<file path="config.mk">
export PLATFORM = sky130hd
export DESIGN_NAME = pi1_arb_flat
export DESIGN_NICKNAME = d
export VERILOG_FILES = /design/src/rtl/pi1_arb_pkg.sv /design/src/rtl/pi1_arb_if.sv /design/src/rtl/pi1_arb_sel.sv /design/src/rtl/pi1_arb.sv /design/src/flat_wrapper.sv
export SDC_FILE = /design/constraint.sdc
export NUM_CORES = 1
export LEC_CHECK = 0
export CORE_ASPECT_RATIO = 0.7
export CORE_MARGIN = 2
export CORE_UTILIZATION = 51
export CTS_BUF_LIST = sky130_fd_sc_hd__clkbuf_8
export CTS_CLUSTER_DIAMETER = 60
export DETAILED_ROUTE_END_ITERATION = 10
export GPL_TIMING_DRIVEN = 0
export PLACE_DENSITY = 0.86
export SLEW_MARGIN = 40
export SYNTH_ARGS = -nofsm -noshare
export SYNTH_HDL_FRONTEND = slang
export SYNTH_HIERARCHICAL = 1
export SYNTH_SLANG_ARGS = --single-unit
</file>
<file path="constraint.sdc">
create_clock -name clk_i -period 5.2 [get_ports clk_i]
set_input_delay 1.04 -clock clk_i [delete_from_list [all_inputs] [get_ports clk_i]]
set_output_delay 1.04 -clock clk_i [all_outputs]
set_load 0.01 [all_outputs]
</file>
<file path="src/rtl/pi1_arb_pkg.sv">
// Shared PI1 definitions: op encodings, arbiter FSM states and a constant clog2 helper.
package pi1_arb_pkg;

    localparam logic [1:0] PINOOP = 2'b00;
    localparam logic [1:0] PIWROP = 2'b01;
    localparam logic [1:0] PIRDOP = 2'b10;
    localparam logic [1:0] PIRWOP = 2'b11;

    typedef enum logic {
        ST_ARB,
        ST_WAIT
    } arbState_e;

    function automatic int clog2(input int value);
        int result;
        int rem;
        result = 0;
        rem    = value - 1;
        while (rem > 0) begin
            result++;
            rem = rem >> 1;
        end
        return result;
    endfunction

endpackage

</file>
<file path="src/rtl/pi1_arb_if.sv">
// Bundle of the per-master PI1 request/response buses and the single downstream slave bus.
interface pi1_arb_if #(
    parameter int MASTERCOUNT = 2,
    parameter int ARCHBITSZ   = 16
);
    import pi1_arb_pkg::*;

    localparam int ADDRBITSZ = ARCHBITSZ - clog2(ARCHBITSZ / 8);
    localparam int SELBITSZ  = ARCHBITSZ / 8;

    logic [2*MASTERCOUNT-1:0]         m_op_i;
    logic [ADDRBITSZ*MASTERCOUNT-1:0] m_addr_i;
    logic [ARCHBITSZ*MASTERCOUNT-1:0] m_data_i;
    logic [SELBITSZ*MASTERCOUNT-1:0]  m_sel_i;
    logic [ARCHBITSZ*MASTERCOUNT-1:0] m_data_o;
    logic [MASTERCOUNT-1:0]           m_rdy_o;

    logic [1:0]           s_op_o;
    logic [ADDRBITSZ-1:0] s_addr_o;
    logic [ARCHBITSZ-1:0] s_data_o;
    logic [SELBITSZ-1:0]  s_sel_o;
    logic [ARCHBITSZ-1:0] s_data_i;
    logic                 s_rdy_i;

    // The arbiter sits as the slave of the master buses and drives the slave bus.
    modport slave (
        input  m_op_i, m_addr_i, m_data_i, m_sel_i, s_data_i, s_rdy_i,
        output m_data_o, m_rdy_o, s_op_o, s_addr_o, s_data_o, s_sel_o
    );

    modport master (
        output m_op_i, m_addr_i, m_data_i, m_sel_i, s_data_i, s_rdy_i,
        input  m_data_o, m_rdy_o, s_op_o, s_addr_o, s_data_o, s_sel_o
    );

endinterface

</file>
<file path="src/rtl/pi1_arb_sel.sv">
// Combinational grant selection: round-robin after last_grant by default,
// lowest-index-first when PI1_ARB_FIXEDPRIO_EN is defined.
module pi1_arb_sel
    import pi1_arb_pkg::*;
#(
    parameter int MASTERCOUNT = 2
) (
    input  logic [MASTERCOUNT-1:0]        pending_i,
    input  logic [clog2(MASTERCOUNT)-1:0] last_grant_i,
    output logic [clog2(MASTERCOUNT)-1:0] grant_o,
    output logic                          valid_o
);
    localparam int GW = clog2(MASTERCOUNT);

`ifdef PI1_ARB_FIXEDPRIO_EN
    always_comb begin
        grant_o = '0;
        valid_o = 1'b0;
        for (int i = MASTERCOUNT - 1; i >= 0; i--) begin
            if (pending_i[i]) begin
                grant_o = GW'(i);
                valid_o = 1'b1;
            end
        end
    end
`else
    // Walk offsets from farthest to nearest so the nearest pending master after last_grant wins.
    always_comb begin
        int idx;
        grant_o = '0;
        valid_o = 1'b0;
        idx     = 0;
        for (int k = MASTERCOUNT; k >= 1; k--) begin
            idx = int'(last_grant_i) + k;
            if (idx >= MASTERCOUNT) begin
                idx = idx - MASTERCOUNT;
            end
            if (pending_i[idx]) begin
                grant_o = GW'(idx);
                valid_o = 1'b1;
            end
        end
    end
`endif

endmodule

</file>
<file path="src/rtl/pi1_arb.sv">
// PI1 arbiter: buffers one request per master and issues them one at a time to a single slave.
module pi1_arb
    import pi1_arb_pkg::*;
#(
    parameter int MASTERCOUNT = 2,
    parameter int ARCHBITSZ   = 16
) (
    input logic      clk_i,
    input logic      rst_i,
    pi1_arb_if.slave bus
);
    localparam int ADDRBITSZ = ARCHBITSZ - clog2(ARCHBITSZ / 8);
    localparam int SELBITSZ  = ARCHBITSZ / 8;
    localparam int GW        = clog2(MASTERCOUNT);

    arbState_e              state_q, state_d;
    logic [MASTERCOUNT-1:0] pending_q;
    logic [1:0]             opBuf_q   [MASTERCOUNT];
    logic [ADDRBITSZ-1:0]   addrBuf_q [MASTERCOUNT];
    logic [ARCHBITSZ-1:0]   dataBuf_q [MASTERCOUNT];
    logic [SELBITSZ-1:0]    selBuf_q  [MASTERCOUNT];
    logic [ARCHBITSZ-1:0]   mData_q   [MASTERCOUNT];
    logic [GW-1:0]          grant_q, lastGrant_q;
    logic [ADDRBITSZ-1:0]   sAddr_q;
    logic [ARCHBITSZ-1:0]   sData_q;
    logic [SELBITSZ-1:0]    sSel_q;

    logic [GW-1:0]          selGrant;
    logic                   selValid;
    logic                   issue;
    logic                   complete;

    pi1_arb_sel #(
        .MASTERCOUNT (MASTERCOUNT)
    ) u_sel (
        .pending_i    (pending_q),
        .last_grant_i (lastGrant_q),
        .grant_o      (selGrant),
        .valid_o      (selValid)
    );

    // The issue cycle drives the winner's buffer straight through; otherwise the last grant is held.
    always_comb begin
        state_d      = state_q;
        issue        = 1'b0;
        complete     = 1'b0;
        bus.s_op_o   = PINOOP;
        bus.s_addr_o = sAddr_q;
        bus.s_data_o = sData_q;
        bus.s_sel_o  = sSel_q;
        case (state_q)
            ST_ARB: begin
                if (selValid && bus.s_rdy_i) begin
                    issue        = 1'b1;
                    bus.s_op_o   = opBuf_q[selGrant];
                    bus.s_addr_o = addrBuf_q[selGrant];
                    bus.s_data_o = dataBuf_q[selGrant];
                    bus.s_sel_o  = selBuf_q[selGrant];
                    state_d      = ST_WAIT;
                end
            end
            ST_WAIT: begin
                if (bus.s_rdy_i) begin
                    complete = 1'b1;
                    state_d  = ST_ARB;
                end
            end
            default: state_d = ST_ARB;
        endcase
    end

    always_ff @(posedge clk_i or posedge rst_i) begin
        if (rst_i) begin
            state_q     <= ST_ARB;
            pending_q   <= '0;
            grant_q     <= '0;
            lastGrant_q <= GW'(MASTERCOUNT - 1);
            sAddr_q     <= '0;
            sData_q     <= '0;
            sSel_q      <= '0;
            for (int i = 0; i < MASTERCOUNT; i++) begin
                opBuf_q[i]   <= PINOOP;
                addrBuf_q[i] <= '0;
                dataBuf_q[i] <= '0;
                selBuf_q[i]  <= '0;
                mData_q[i]   <= '0;
            end
        end else begin
            state_q <= state_d;
            if (issue) begin
                grant_q     <= selGrant;
                lastGrant_q <= selGrant;
                sAddr_q     <= addrBuf_q[selGrant];
                sData_q     <= dataBuf_q[selGrant];
                sSel_q      <= selBuf_q[selGrant];
            end
            // A completing master still reads as busy this edge, so it cannot be re-accepted until the next.
            for (int i = 0; i < MASTERCOUNT; i++) begin
                if (complete && grant_q == GW'(i)) begin
                    pending_q[i] <= 1'b0;
                    if (opBuf_q[i] == PIRDOP || opBuf_q[i] == PIRWOP) begin
                        mData_q[i] <= bus.s_data_i;
                    end
                end
                if (!pending_q[i] && bus.m_op_i[2*i +: 2] != PINOOP) begin
                    pending_q[i] <= 1'b1;
                    opBuf_q[i]   <= bus.m_op_i[2*i +: 2];
                    addrBuf_q[i] <= bus.m_addr_i[ADDRBITSZ*i +: ADDRBITSZ];
                    dataBuf_q[i] <= bus.m_data_i[ARCHBITSZ*i +: ARCHBITSZ];
                    selBuf_q[i]  <= bus.m_sel_i[SELBITSZ*i +: SELBITSZ];
                end
            end
        end
    end

    always_comb begin
        bus.m_rdy_o  = ~pending_q;
        bus.m_data_o = '0;
        for (int i = 0; i < MASTERCOUNT; i++) begin
            bus.m_data_o[ARCHBITSZ*i +: ARCHBITSZ] = mData_q[i];
        end
    end

endmodule

</file>
<file path="src/flat_wrapper.sv">
// flat-port wrapper written by rule: the top's interface ports become plain ports
module pi1_arb_flat import pi1_arb_pkg::*;
#(
    parameter int MASTERCOUNT = 2,
    parameter int ARCHBITSZ   = 16
)
  (clk_i, rst_i, bus_m_op_i, bus_m_addr_i, bus_m_data_i, bus_m_sel_i, bus_s_data_i, bus_s_rdy_i, bus_m_data_o, bus_m_rdy_o, bus_s_op_o, bus_s_addr_o, bus_s_data_o, bus_s_sel_o);
  pi1_arb_if #(.MASTERCOUNT(MASTERCOUNT), .ARCHBITSZ(ARCHBITSZ)) bus_i ();
  input logic clk_i;
  input logic rst_i;
  input wire logic [$bits(bus_i.m_op_i)-1:0] bus_m_op_i;
  input wire logic [$bits(bus_i.m_addr_i)-1:0] bus_m_addr_i;
  input wire logic [$bits(bus_i.m_data_i)-1:0] bus_m_data_i;
  input wire logic [$bits(bus_i.m_sel_i)-1:0] bus_m_sel_i;
  input wire logic [$bits(bus_i.s_data_i)-1:0] bus_s_data_i;
  input wire logic [$bits(bus_i.s_rdy_i)-1:0] bus_s_rdy_i;
  output wire logic [$bits(bus_i.m_data_o)-1:0] bus_m_data_o;
  output wire logic [$bits(bus_i.m_rdy_o)-1:0] bus_m_rdy_o;
  output wire logic [$bits(bus_i.s_op_o)-1:0] bus_s_op_o;
  output wire logic [$bits(bus_i.s_addr_o)-1:0] bus_s_addr_o;
  output wire logic [$bits(bus_i.s_data_o)-1:0] bus_s_data_o;
  output wire logic [$bits(bus_i.s_sel_o)-1:0] bus_s_sel_o;
  assign bus_i.m_op_i = bus_m_op_i;
  assign bus_i.m_addr_i = bus_m_addr_i;
  assign bus_i.m_data_i = bus_m_data_i;
  assign bus_i.m_sel_i = bus_m_sel_i;
  assign bus_i.s_data_i = bus_s_data_i;
  assign bus_i.s_rdy_i = bus_s_rdy_i;
  assign bus_m_data_o = bus_i.m_data_o;
  assign bus_m_rdy_o = bus_i.m_rdy_o;
  assign bus_s_op_o = bus_i.s_op_o;
  assign bus_s_addr_o = bus_i.s_addr_o;
  assign bus_s_data_o = bus_i.s_data_o;
  assign bus_s_sel_o = bus_i.s_sel_o;
  pi1_arb #(.MASTERCOUNT(MASTERCOUNT), .ARCHBITSZ(ARCHBITSZ)) u_core (.clk_i(clk_i), .rst_i(rst_i), .bus(bus_i));
endmodule
</file>
# Yosys cells after proc, flatten, opt, wreduce, memory -nomap -nowiden
# Cells that the tools add are included.
[word_totals] inputBits=89 wordCells=92 regBits=140 output_inout_bits=69
[classes] n_addsub=4 eq_ne=4 bitwise_logic=4 n_mux=42 n_lt_le_gt_ge=5 reduce_logical=15
[ops] op="two-way mux 16 bit" n=5
[ops] op="two-way mux 15 bit" n=5
[ops] op="< comparator 32 x 3 -> 1 bit, second input constant" n=2
[ops] op="two-way mux 32 bit" n=2
[ops] op="greater-or-equal comparator 32 x 3 -> 1 bit, second input constant" n=1
[ops] op="subtractor 32 x 3 -> 32 bit, second input constant" n=1
[ops] op="two-way mux 2 bit" n=10
[ops] op="two-way mux 1 bit" n=19
[ops] op="== test 2 bit, second input constant" n=4
[ops] op="nonzero test 2 bit" n=4
[ops] op="logical AND 1 bit" n=5
[ops] op="greater-or-equal comparator 2 bit, second input constant" n=2
[ops] op="AND reduction 2 bit" n=2
[ops] op="adder 1 x 2 -> 3 bit, second input constant" n=1
[ops] op="subtractor 2 x 2 -> 3 bit, second input constant" n=1
[ops] op="adder 1 x 1 -> 2 bit, second input constant" n=1
[ops] op="zero test 1 bit" n=2
[ops] op="logical OR 1 bit" n=2
[ops] op="NOT 1 bit" n=2
[ops] op="NOT 1 -> 2 bit" n=1
[ops] op="NOT 2 bit" n=1
[ops] op="one-hot mux 1 bit (2 select lines)" n=1

# Logic depth before layout (Yosys ltp)
[logic_depth] ltp_word=14 depth_mapped=5 depth_no_buf=3

# Hierarchy
# The synthesis kept the hierarchy.
[modules_own_cells] mod="pi1_arb" n_inst=1 cells_each=383 seq_area_each_um2=3504.6 area_per_inst_um2=6223.5
[modules_own_cells] mod="pi1_arb_sel" n_inst=1 cells_each=2 seq_area_each_um2=0.0 area_per_inst_um2=13.8

# Worst setup path after synthesis
# OpenSTA, ideal clock, no wires.
[synth_path] kind="input port to output port" start="input bus_s_rdy_i" end="output bus_s_addr_o[10]" setup_slack_ns=2.296 cell_stages=4 arrival_time_ns=1.864 t_required_ns=4.160 cell_sequence="and3b_1 buf_6 buf_8 mux2_4"
[synth_between] elab_chain_len=3
[synth_lines] element="start: declaration" line="flat_wrapper.sv:16" rtl="input wire logic [$bits(bus_i.s_rdy_i)-1:0] bus_s_rdy_i;"
[synth_lines] element="logical AND 1 bit" line="pi1_arb.sv:53" rtl="if (selValid && bus.s_rdy_i) begin"
[synth_lines] element="two-way mux 15 bit" line="pi1_arb.sv:53"
[synth_lines] element="two-way mux 15 bit" line="pi1_arb.sv:51" rtl="case (state_q)"
[synth_lines] element="end: declaration" line="flat_wrapper.sv:20" rtl="output wire logic [$bits(bus_i.s_addr_o)-1:0] bus_s_addr_o;"
# No other way between the ends.

# Worst setup path after layout
[layout_path] start="input bus_s_rdy_i" end="output bus_s_addr_o[5]"
# The elaborated chain is that of the path after synthesis.

==> results by group <==
Run status
  – Status: completed

Route
  – Vias per inst: 5.163
  – DR vias: 3,779
  – DR WL/cell: 19.48 um
  – ANT nets after route: 0
  – TritonRoute pass-1 iters: 4
  – Number of remaining DRC errors: 0
  – WL final: 14,260 um
  – Drt initial violations: 118

Clocking
  – CTS resizes: 0
  – Buffer count from post-CTS setup fixing: 0
  – Worst-Skew Late Latency: 0.45 ns
  – CTS H-tree lvls: 4
  – CTS clk-pin slew, worst paths: 0.08 ns
  – CTS Buf Count: 17
  – Clock Tree Root: clkbuf_8
  – Cts-stage hold buffer count: 0
  – Max clock buf depth: 2
  – CTS tree: done
  – # clock sinks: 140

Min path
  – HP Class: flop to flop
  – Hold wc startpoint: u_core/addrBuf_q[14]

Placed design
  – DP Wirelength: 10,140 um
  – Routability cong.: 0.7647
  – Pre-CTS setup slack: 1.076 ns
  – DP Area: 0.008040 sq mm
  – I/O Buffers: 157

Critical path
  – CP cell instances: clkdlybuf4s50_1, and3b_1, buf_2, mux2_2, clkdlybuf4s50_1
  – Crit path buffers/inverters: 3
  – Critical path arrival: 3.10 ns
  – CP max stage cell: clkdlybuf4s50_1
  – Max stage delay on crit path: 0.61 ns
  – CP Launch Type: input pin
  – Most frequent cell on the critical path: clkdlybuf4s50_1
  – Crit path required time: 4.16 ns
  – RR Startpoint: u_core/pending_q[0]
  – Crit path kind: input pin to output port
  – Cell family with most CP delay: buffers and inverters
  – Critical Path Source: bus_s_rdy_i
  – Crit Path Max Fanout: 10
  – Critical path capture point type: output port

STA
  – Setup TNS: 0 ns
  – Setup Viol. Count Final: 0
  – Relative slew slack: 62.92%
  – RSZ-0062 raised after global routing: no
  – Fin worst setup slack: 1.059 ns
  – Worst-margin pin slew: 0.5562 ns
  – Fin. Hold Viols: 0
  – Final Cycle Share: 79.63%
  – Skew final: 0.01311 ns
  – Min cycle time layout: 4.141 ns
  – Slew Viols, Final: 0
  – Max Fclk: 241.5 MHz

Logic synthesis
  – Avg Synthesized Cell Area: 16.20 sq um
  – Distinct cells, synth: 19
  – Seq/Total Area, Yosys: 56.19%
  – Synth warnings: 6
  – FF+latch count, synth: 140
  – Cells after synthesis: 385
  – Syn_nets: 474
  – Area of the mapped netlist: 0.006237 sq mm

Power and ir drop
  – Maximum vdd drop: 0.3643 mV
  – P_leak: 3.612 nW
  – Total Power: 0.005454 W
  – PD cells: 649.1 mW/mm^2

Global routing
  – All-Layer GR Usage: 23.12%
  – Initial antenna violation count: 0
  – First-pass GRT wire length: 22,540 um
  – Largest net degree at the start of global routing: 79
  – Vias in the first global route: 4,264
  – Congestion Overflow GR: 0

Run
  – Max-cap violations: 0

Layout
  – Ant. Diodes: 0
  – Post-route cell area: 0.008403 sq mm
  – Final nets: 651
  – Area Overhead vs Synth: 34.72%
  – Share of cells above drive strength 1: 45.39%

Floorplan
  – Die footprint: 0.01314 sq mm
  – Die height: 96.53 um
  – # IOs: 158
  – Placeable Area: 0.01181 sq mm
  – Initial Util: 52.82%
  – Row count: 33
  – Die Span X: 136.2 um
-- flip-flops by register name, summed over array words and instances, names as in the netlist --
signal / count
u_core/sAddr_q: 15
u_core/bus.m_data_o: 32
u_core/sData_q: 16
u_core/dataBuf_q: 32
u_core/grant_q: 1
u_core/pending_q: 2
u_core/sSel_q: 2
u_core/lastGrant_q: 1
u_core/opBuf_q: 4
u_core/selBuf_q: 4
u_core/state_q: 1
u_core/addrBuf_q: 30
-- layout by cell type (no fill, tap or decap) --
cell type        synthesis  final
mux2_2                 163    163
clkdlybuf4s50_1          0    157
dfrtp_1                139    139
mux2_4                  40     40
clkbuf_8                 0     17
buf_2                   16     16
inv_6                    0      6
buf_8                    4      4
clkinv_4                 0      3
inv_8                    0      3
clkinvlp_4               0      3
inv_1                    4      3
o21ai_0                  3      3
and3b_1                  2      2
o21bai_1                 2      2
mux2i_1                  2      2
nor2_1                   2      2
clkinv_2                 0      1
buf_6                    1      1
nand4_2                  1      1
nand4b_2                 1      1
nand3b_1                 1      1
and3_1                   1      1
dfstp_2                  1      1
buf_16                   0      1
or2_1                    1      1
a21boi_1                 1      1
-- routing by layer --
| metal | global-route usage (%) | part of all wire (%) | vias up |
|---|---|---|---|
| met5 | 0 | 0 | - |
| met4 | 7.552 | 1.3 | 0 |
| met3 | 7.616 | 7.2 | 18 |
| met2 | 37.31 | 48 | 111 |
| met1 | 29.84 | 44 | 1916 |
| li1 | - | - | 1734 |
-- where the power goes --
group          total [W]  switching [W]  internal [W]
registers        0.00195       0.000296       0.00165
logic            0.00270       0.000996       0.00170
clock network   0.000810       0.000464      0.000345
total            0.00545        0.00176       0.00370
-- per-stage QoR --
stage          util [%]  instances  hold slack (ns)
2_1_floorplan         -        385           0.4736
3_3_place_gp      67.79        699           0.4824
3_5_place_dp      68.09        700           0.4916
4_1_cts           71.16        732           0.5122
5_1_grt           71.16        732           0.5252
6_report          71.16        732           0.5086
-- Yosys cell counts --
cell	number	area, sq um
o21ai_0	3	15.01
dfstp_2	1	26.28
nor2_1	2	7.510
o21bai_1	2	15.01
mux2_2	163	1836
nand3b_1	1	7.510
or2_1	1	6.260
a21boi_1	1	7.510
nand4_2	1	12.51
buf_8	4	60.06
and3b_1	2	17.52
dfrtp_1	139	3478
mux2_4	40	600.6
nand4b_2	1	15.01
buf_6	1	11.26
inv_1	4	15.01
mux2i_1	2	20.02
buf_2	16	80.08
and3_1	1	6.260
-- final cells by class --
type,count,area [sq um]
fill,817,3406
tap,157,196.4
inverter,4,22.52
clock inverter,15,128.9
sequential,140,3505
buffer,21,151.4
timing repair buffer,158,1599
multi-input combinational,220,2566
clock buffer,17,234.0
-- cell families (layout without fill, tap and decap cells) --
kind of cell	Yosys count	count (layout)	synth area share, %
flip-flops	140	140	56.19
multiplexers	205	205	39.38
AO/OA/AOI/OAI	6	6	0.6017
AND/OR/NAND/NOR	9	9	1.164
buffers and inverters	25	215	2.668
-- path summary, 6_finish.rpt --
path                                   endpoint  slack (ns)  depth (start not counted)
min in group asynchronous     u_core/sData_q[4]        1.04                          2
min                        u_core/addrBuf_q[14]        0.51                          1
max in group asynchronous   u_core/dataBuf_q[6]        3.46                          3
max                             bus_s_addr_o[5]        1.06                          5
max reg2reg                  u_core/sData_q[10]        3.25                          5
min reg2reg                u_core/addrBuf_q[14]        0.51                          1
-- worst reg2reg max path: stages, from the launching register on --
cell and delay (ns):
dfrtp_1 0.41, a21boi_1 0.13, buf_2 0.27, buf_2 0.36
mux2_2 0.40, mux2_2 0.27
(Power assumes the default switching activity.)
